$ cat config.mk
export PLATFORM = sky130hd
export DESIGN_NAME = nibble_serial_adder_ctrl
export DESIGN_NICKNAME = d
export VERILOG_FILES = /design/src/rtl/nibble_serial_adder_ctrl.sv
export SDC_FILE = /design/constraint.sdc
export NUM_CORES = 1
export LEC_CHECK = 0
export CORE_MARGIN = 2
export CORE_UTILIZATION = 40
export DETAILED_ROUTE_END_ITERATION = 8
export GPL_TIMING_DRIVEN = 0
export PLACE_DENSITY_LB_ADDON = 0.2
export SETUP_SLACK_MARGIN = 0.4
export SLEW_MARGIN = 5
export SYNTH_ARGS = -nofsm -noshare
export SYNTH_HDL_FRONTEND = slang
export SYNTH_SLANG_ARGS = --single-unit
$ cat constraint.sdc
create_clock -name clk -period 3 [get_ports clk]
set_clock_uncertainty 0.15 [all_clocks]
set_input_delay 0.6 -clock clk [delete_from_list [all_inputs] [get_ports clk]]
set_output_delay 0.6 -clock clk [all_outputs]
set_load 0.03 [all_outputs]
$ cat src/rtl/nibble_serial_adder_ctrl.sv
// nibble_serial_adder_ctrl
// Sequences a wide unsigned add through an external 4-bit adder whose carry-in
// is tied low. Operands are processed one nibble at a time, least significant
// first. A carry into a nibble is applied with a second adder pass that adds
// 0001 to the held partial sum.
// Optional feature macro: SERIAL_ADD_OVF_EN (signed overflow flag on ovf).
module nibble_serial_adder_ctrl #(
  parameter int NIBBLES = 4
) (
  input  logic                   clk,
  input  logic                   rst,
  input  logic                   start,
  input  logic [4*NIBBLES-1:0]   op_a,
  input  logic [4*NIBBLES-1:0]   op_b,
  output logic [3:0]             add_a,
  output logic [3:0]             add_b,
  input  logic [3:0]             add_sum,
  input  logic                   add_cout,
  output logic                   busy,
  output logic                   done,
  output logic [4*NIBBLES-1:0]   sum,
  output logic                   carry_out,
  output logic                   ovf
);

  localparam int W  = 4 * NIBBLES;
  localparam int IW = $clog2(NIBBLES);

  localparam logic [1:0] S_IDLE = 2'd0;
  localparam logic [1:0] S_ADD  = 2'd1;
  localparam logic [1:0] S_INC  = 2'd2;
  localparam logic [1:0] S_DONE = 2'd3;

  logic [1:0]    state;
  logic [IW-1:0] idx;
  logic          c;
  logic [3:0]    tmp;
  logic [W-1:0]  a_q;
  logic [W-1:0]  b_q;

  logic accept;
  logic last;
  logic nib_write;
  logic c_fin;
  logic entering_done;

  assign accept        = start && ((state == S_IDLE) || (state == S_DONE));
  assign last          = (idx == IW'(NIBBLES - 1));
  // A nibble result is final either on a carry-free ADD pass or on an INC pass
  assign nib_write     = ((state == S_ADD) && !c) || (state == S_INC);
  assign c_fin         = (state == S_INC) ? (c | add_cout) : add_cout;
  assign entering_done = nib_write && last;

  assign busy = (state == S_ADD) || (state == S_INC);
  assign done = (state == S_DONE);

  // Adder operand selection from the current state
  always_comb begin
    add_a = '0;
    add_b = '0;
    case (state)
      S_ADD: begin
        add_a = a_q[{idx, 2'b00} +: 4];
        add_b = b_q[{idx, 2'b00} +: 4];
      end
      S_INC: begin
        add_a = tmp;
        add_b = 4'b0001;
      end
      default: ;
    endcase
  end

  // Sequencer state, nibble index, running carry and result assembly
  always_ff @(posedge clk) begin
    if (rst) begin
      state     <= S_IDLE;
      idx       <= '0;
      c         <= 1'b0;
      tmp       <= '0;
      a_q       <= '0;
      b_q       <= '0;
      sum       <= '0;
      carry_out <= 1'b0;
    end else begin
      case (state)
        S_IDLE, S_DONE: begin
          if (start) begin
            a_q       <= op_a;
            b_q       <= op_b;
            idx       <= '0;
            c         <= 1'b0;
            sum       <= '0;
            carry_out <= 1'b0;
            state     <= S_ADD;
          end else begin
            state <= S_IDLE;
          end
        end
        S_ADD: begin
          if (c) begin
            tmp   <= add_sum;
            c     <= add_cout;
            state <= S_INC;
          end else begin
            sum[{idx, 2'b00} +: 4] <= add_sum;
            c <= add_cout;
            if (last) begin
              carry_out <= add_cout;
              state     <= S_DONE;
            end else begin
              idx <= idx + 1'b1;
            end
          end
        end
        S_INC: begin
          sum[{idx, 2'b00} +: 4] <= add_sum;
          c <= c_fin;
          if (last) begin
            carry_out <= c_fin;
            state     <= S_DONE;
          end else begin
            idx   <= idx + 1'b1;
            state <= S_ADD;
          end
        end
        default: state <= S_IDLE;
      endcase
    end
  end

`ifdef SERIAL_ADD_OVF_EN
  // Signed overflow: the MSB of the final sum is the nibble being written now
  always_ff @(posedge clk) begin
    if (rst) begin
      ovf <= 1'b0;
    end else if (accept) begin
      ovf <= 1'b0;
    end else if (entering_done) begin
      ovf <= (a_q[W-1] == b_q[W-1]) && (add_sum[3] != a_q[W-1]);
    end
  end
`else
  assign ovf = 1'b0;
`endif

endmodule

==> metrics.txt <==
Worst EP arrival 1.79 ns; Synth async-reset ratio 0%; Routability Congestion 0.819; row cnt 29; crit path launch type flip-flop; CTS tree yes; Routed Antenna Nets 0; DP Area 3430 µm²; first-pass GRT wire length 11000 µm; Leakage 1.50 nW; H-tree level count 3; Mapped Cells 293; status complete, but fails checks; worst hold-check path type flip-flop to flip-flop; post-synthesis cell area 2670 µm²; drt total wl 6670 µm; DIE WIDTH 85.7 µm; R2R cell count 6; failing checks DRC; Tcrit/Tclk final 84.6%; average vias per placed instance 5.18; maximum vdd drop 0.000320 V; Seq/Total Area, Yosys 43.5%; number of synthesized flops with an enable pin 0; Post-layout nets 427; RSZ-0062 raised after global routing no; WHS Endpoint b_q[6]; FMAX 394 MHz; vias in the first global route 2367; slowest cell on the critical path mux4_2; worst reg2reg path endpoint sum[9]; port buffer count 66; clk buf depth 2; wire length per cell 14.5 µm; CP Capture Type primary output; Final Instance Area 3770 µm²; mean post-synth cell area 9.12 µm²; largest net degree at the start of global routing 11; hold_buf cts 0; Filler Cell Count 574; proportion of layout cells with a drive suffix above 1 18.3%; effective utilization at floorplan 41.6%; CP Buf/Inv Count 2; WP data required 2.25 ns; worst-case hold slack 0.302 ns; Power Dens Cells 543 nW/µm²; initial antenna violation count 0; multi-input logic area 1400 µm²; Reg-to-Reg Start idx[1]; IO Count 68; Num CTS Buffers 9; Fin. Hold Viols 0; post-detail-place hpwl 4640 µm; CP top delay family multiplexers; Final setup viols 0; grt total ovfl 0; Die Y 85.7 µm; Synthesized Nets 342; register bit total from synthesis 58; most frequent cells in the layout nand2_1 (78), clkdlybuf4s50_1 (57), dfxtp_1 (56); HP Start b_q[6]; drt first-iter violations 119; Die ar. 7350 µm²; crit-path cells buf_8 -> mux4_2 -> a31o_2 -> buf_2; Ant. Diodes 0; hold depth 2; final slew viol count 0; Setup CP Type flip-flop to primary output; # DRC 5; final non-filler cell total 460; largest fanout on the critical path 7; Sequential cell area 1170 µm²; CTS clk-pin slew, worst paths 0.07 ns; Yosys Warn Count 0; DP Cell Count 436; Sink Count 58; Post-synth top flop dfxtp_1; total iterations of the first detailed-routing run 8; clk_lat worst skew 0.34 ns; Distinct cells, synth 44; most common cell after layout, fill and taps aside nand2_1; max cap viols 0; clock root buffer clkbuf_8; routed via count 2383; GRT Total Usage 19.0%; Reg2Reg Setup Slack 0.88 ns; CORE AREA 6420 µm²; crit-path max cell delay 0.49 ns; Period minus WS final 2.54 ns; area grow syn2layout 41.0%
[stage by stage]
stage	TNS (ns)	worst slack (ns)	power, mW	util (%)
floorplan	0	0.624	1.01	-
global placement	-0.304	-0.0834	1.12	53.4
detailed placement	-0.451	-0.107	1.12	53.4
CTS	0	0.419	2.04	57.8
global route	0	0.404	2.13	58.7
finish	0	0.462	2.05	58.7
[final cells by class]
| type | count | share of cell area [%] |
|---|---|---|
| Tap cell | 77 | 2.56 |
| Inverter | 7 | 0.697 |
| Buffer | 21 | 3.45 |
| Clock inverter | 5 | 2.66 |
| Clock buffer | 11 | 4.02 |
| Sequential cell | 58 | 31.0 |
| Timing Repair Buffer | 74 | 18.5 |
| Multi-Input combinational cell | 207 | 37.1 |
[how the worst max path moves through the flow]
| stage | start | endpoint | slack [ns] | cells past startpoint |
|---|---|---|---|---|
| floorplan | state[0] | add_a[0] | 0.62 | 6 |
| global placement | state[0] | add_a[0] | -0.08 | 6 |
| detailed placement | state[0] | add_a[0] | -0.11 | 6 |
| CTS | idx[1] | add_a[0] | 0.42 | 4 |
| global route | state[0] | add_a[2] | 0.40 | 7 |
| finish | idx[0] | add_b[0] | 0.46 | 4 |
[report_power, final]
group / internal (mW) / total [mW] / switching, mW
Combinational: 0.154 / 0.309 / 0.155
Clock: 0.594 / 0.913 / 0.319
Sequential: 0.806 / 0.825 / 0.0190
Total: 1.55 / 2.05 / 0.493
[cell usage after synthesis (2+ instances only)]
cell type | n | area share [%]
nand2_1 | 78 | 11
dfxtp_1 | 58 | 43
a21oi_1 | 41 | 7.7
buf_2 | 11 | 2.1
a22o_1 | 9 | 3.0
ha_1 | 9 | 4.2
inv_1 | 7 | 0.98
a32o_1 | 6 | 2.2
clkbuf_1 | 6 | 0.84
and3_1 | 5 | 1.2
mux4_1 | 5 | 4.9
nand2b_1 | 5 | 1.2
mux2_2 | 4 | 1.7
mux2i_1 | 4 | 1.5
nand4_1 | 4 | 0.94
a31o_2 | 3 | 0.98
and2_1 | 3 | 0.70
mux4_2 | 3 | 2.5
nor2b_1 | 3 | 0.70
o21ai_0 | 3 | 0.56
a21oi_2 | 2 | 0.66
nor2_1 | 2 | 0.28
[metal layers]
layer | share of wire [%] | up-vias | global-route usage [%]
met5 | 0 | - | 0
met4 | 0.97 | 0 | 5.63
met3 | 4.9 | 7 | 6.45
met2 | 47 | 61 | 30.3
met1 | 47 | 1112 | 24.5
li1 | - | 1203 | -
[worst register-to-register path, cell delays in order, from the launching register on]
cell      delay, ns
dfxtp_1        0.39
clkbuf_4       0.26
inv_1          0.11
ha_1           0.39
and4bb_2       0.27
and3_1         0.22
a22o_1         0.23
[kinds of logic (layout without fill, tap and decap cells)]
kind of cell    Yosys count  in the layout  synth area share (%)
flops                    58             58                  43.5
fa+ha+maj                 9              9                  4.22
buf+inv                  28            118                  4.92
other cells               1              1                 0.140
simple gates            108            108                  18.4
compound gates           73             73                  18.3
mux                      16             16                  10.6
[flip-flops by register name (all words and copies together), names as in the netlist]
| signal | cells |
|---|---|
| a_q | 16 |
| idx | 2 |
| tmp | 4 |
| state | 2 |
| carry_out | 1 |
| c | 1 |
| sum | 16 |
| b_q | 16 |
[what timing repair did]
item,4_1_cts,5_1_grt
resized for setup,55,17
setup endpoints to repair,9,6
setup buffers,4,4
pin swaps,1,2
Power figures use the tool's default switching activity.
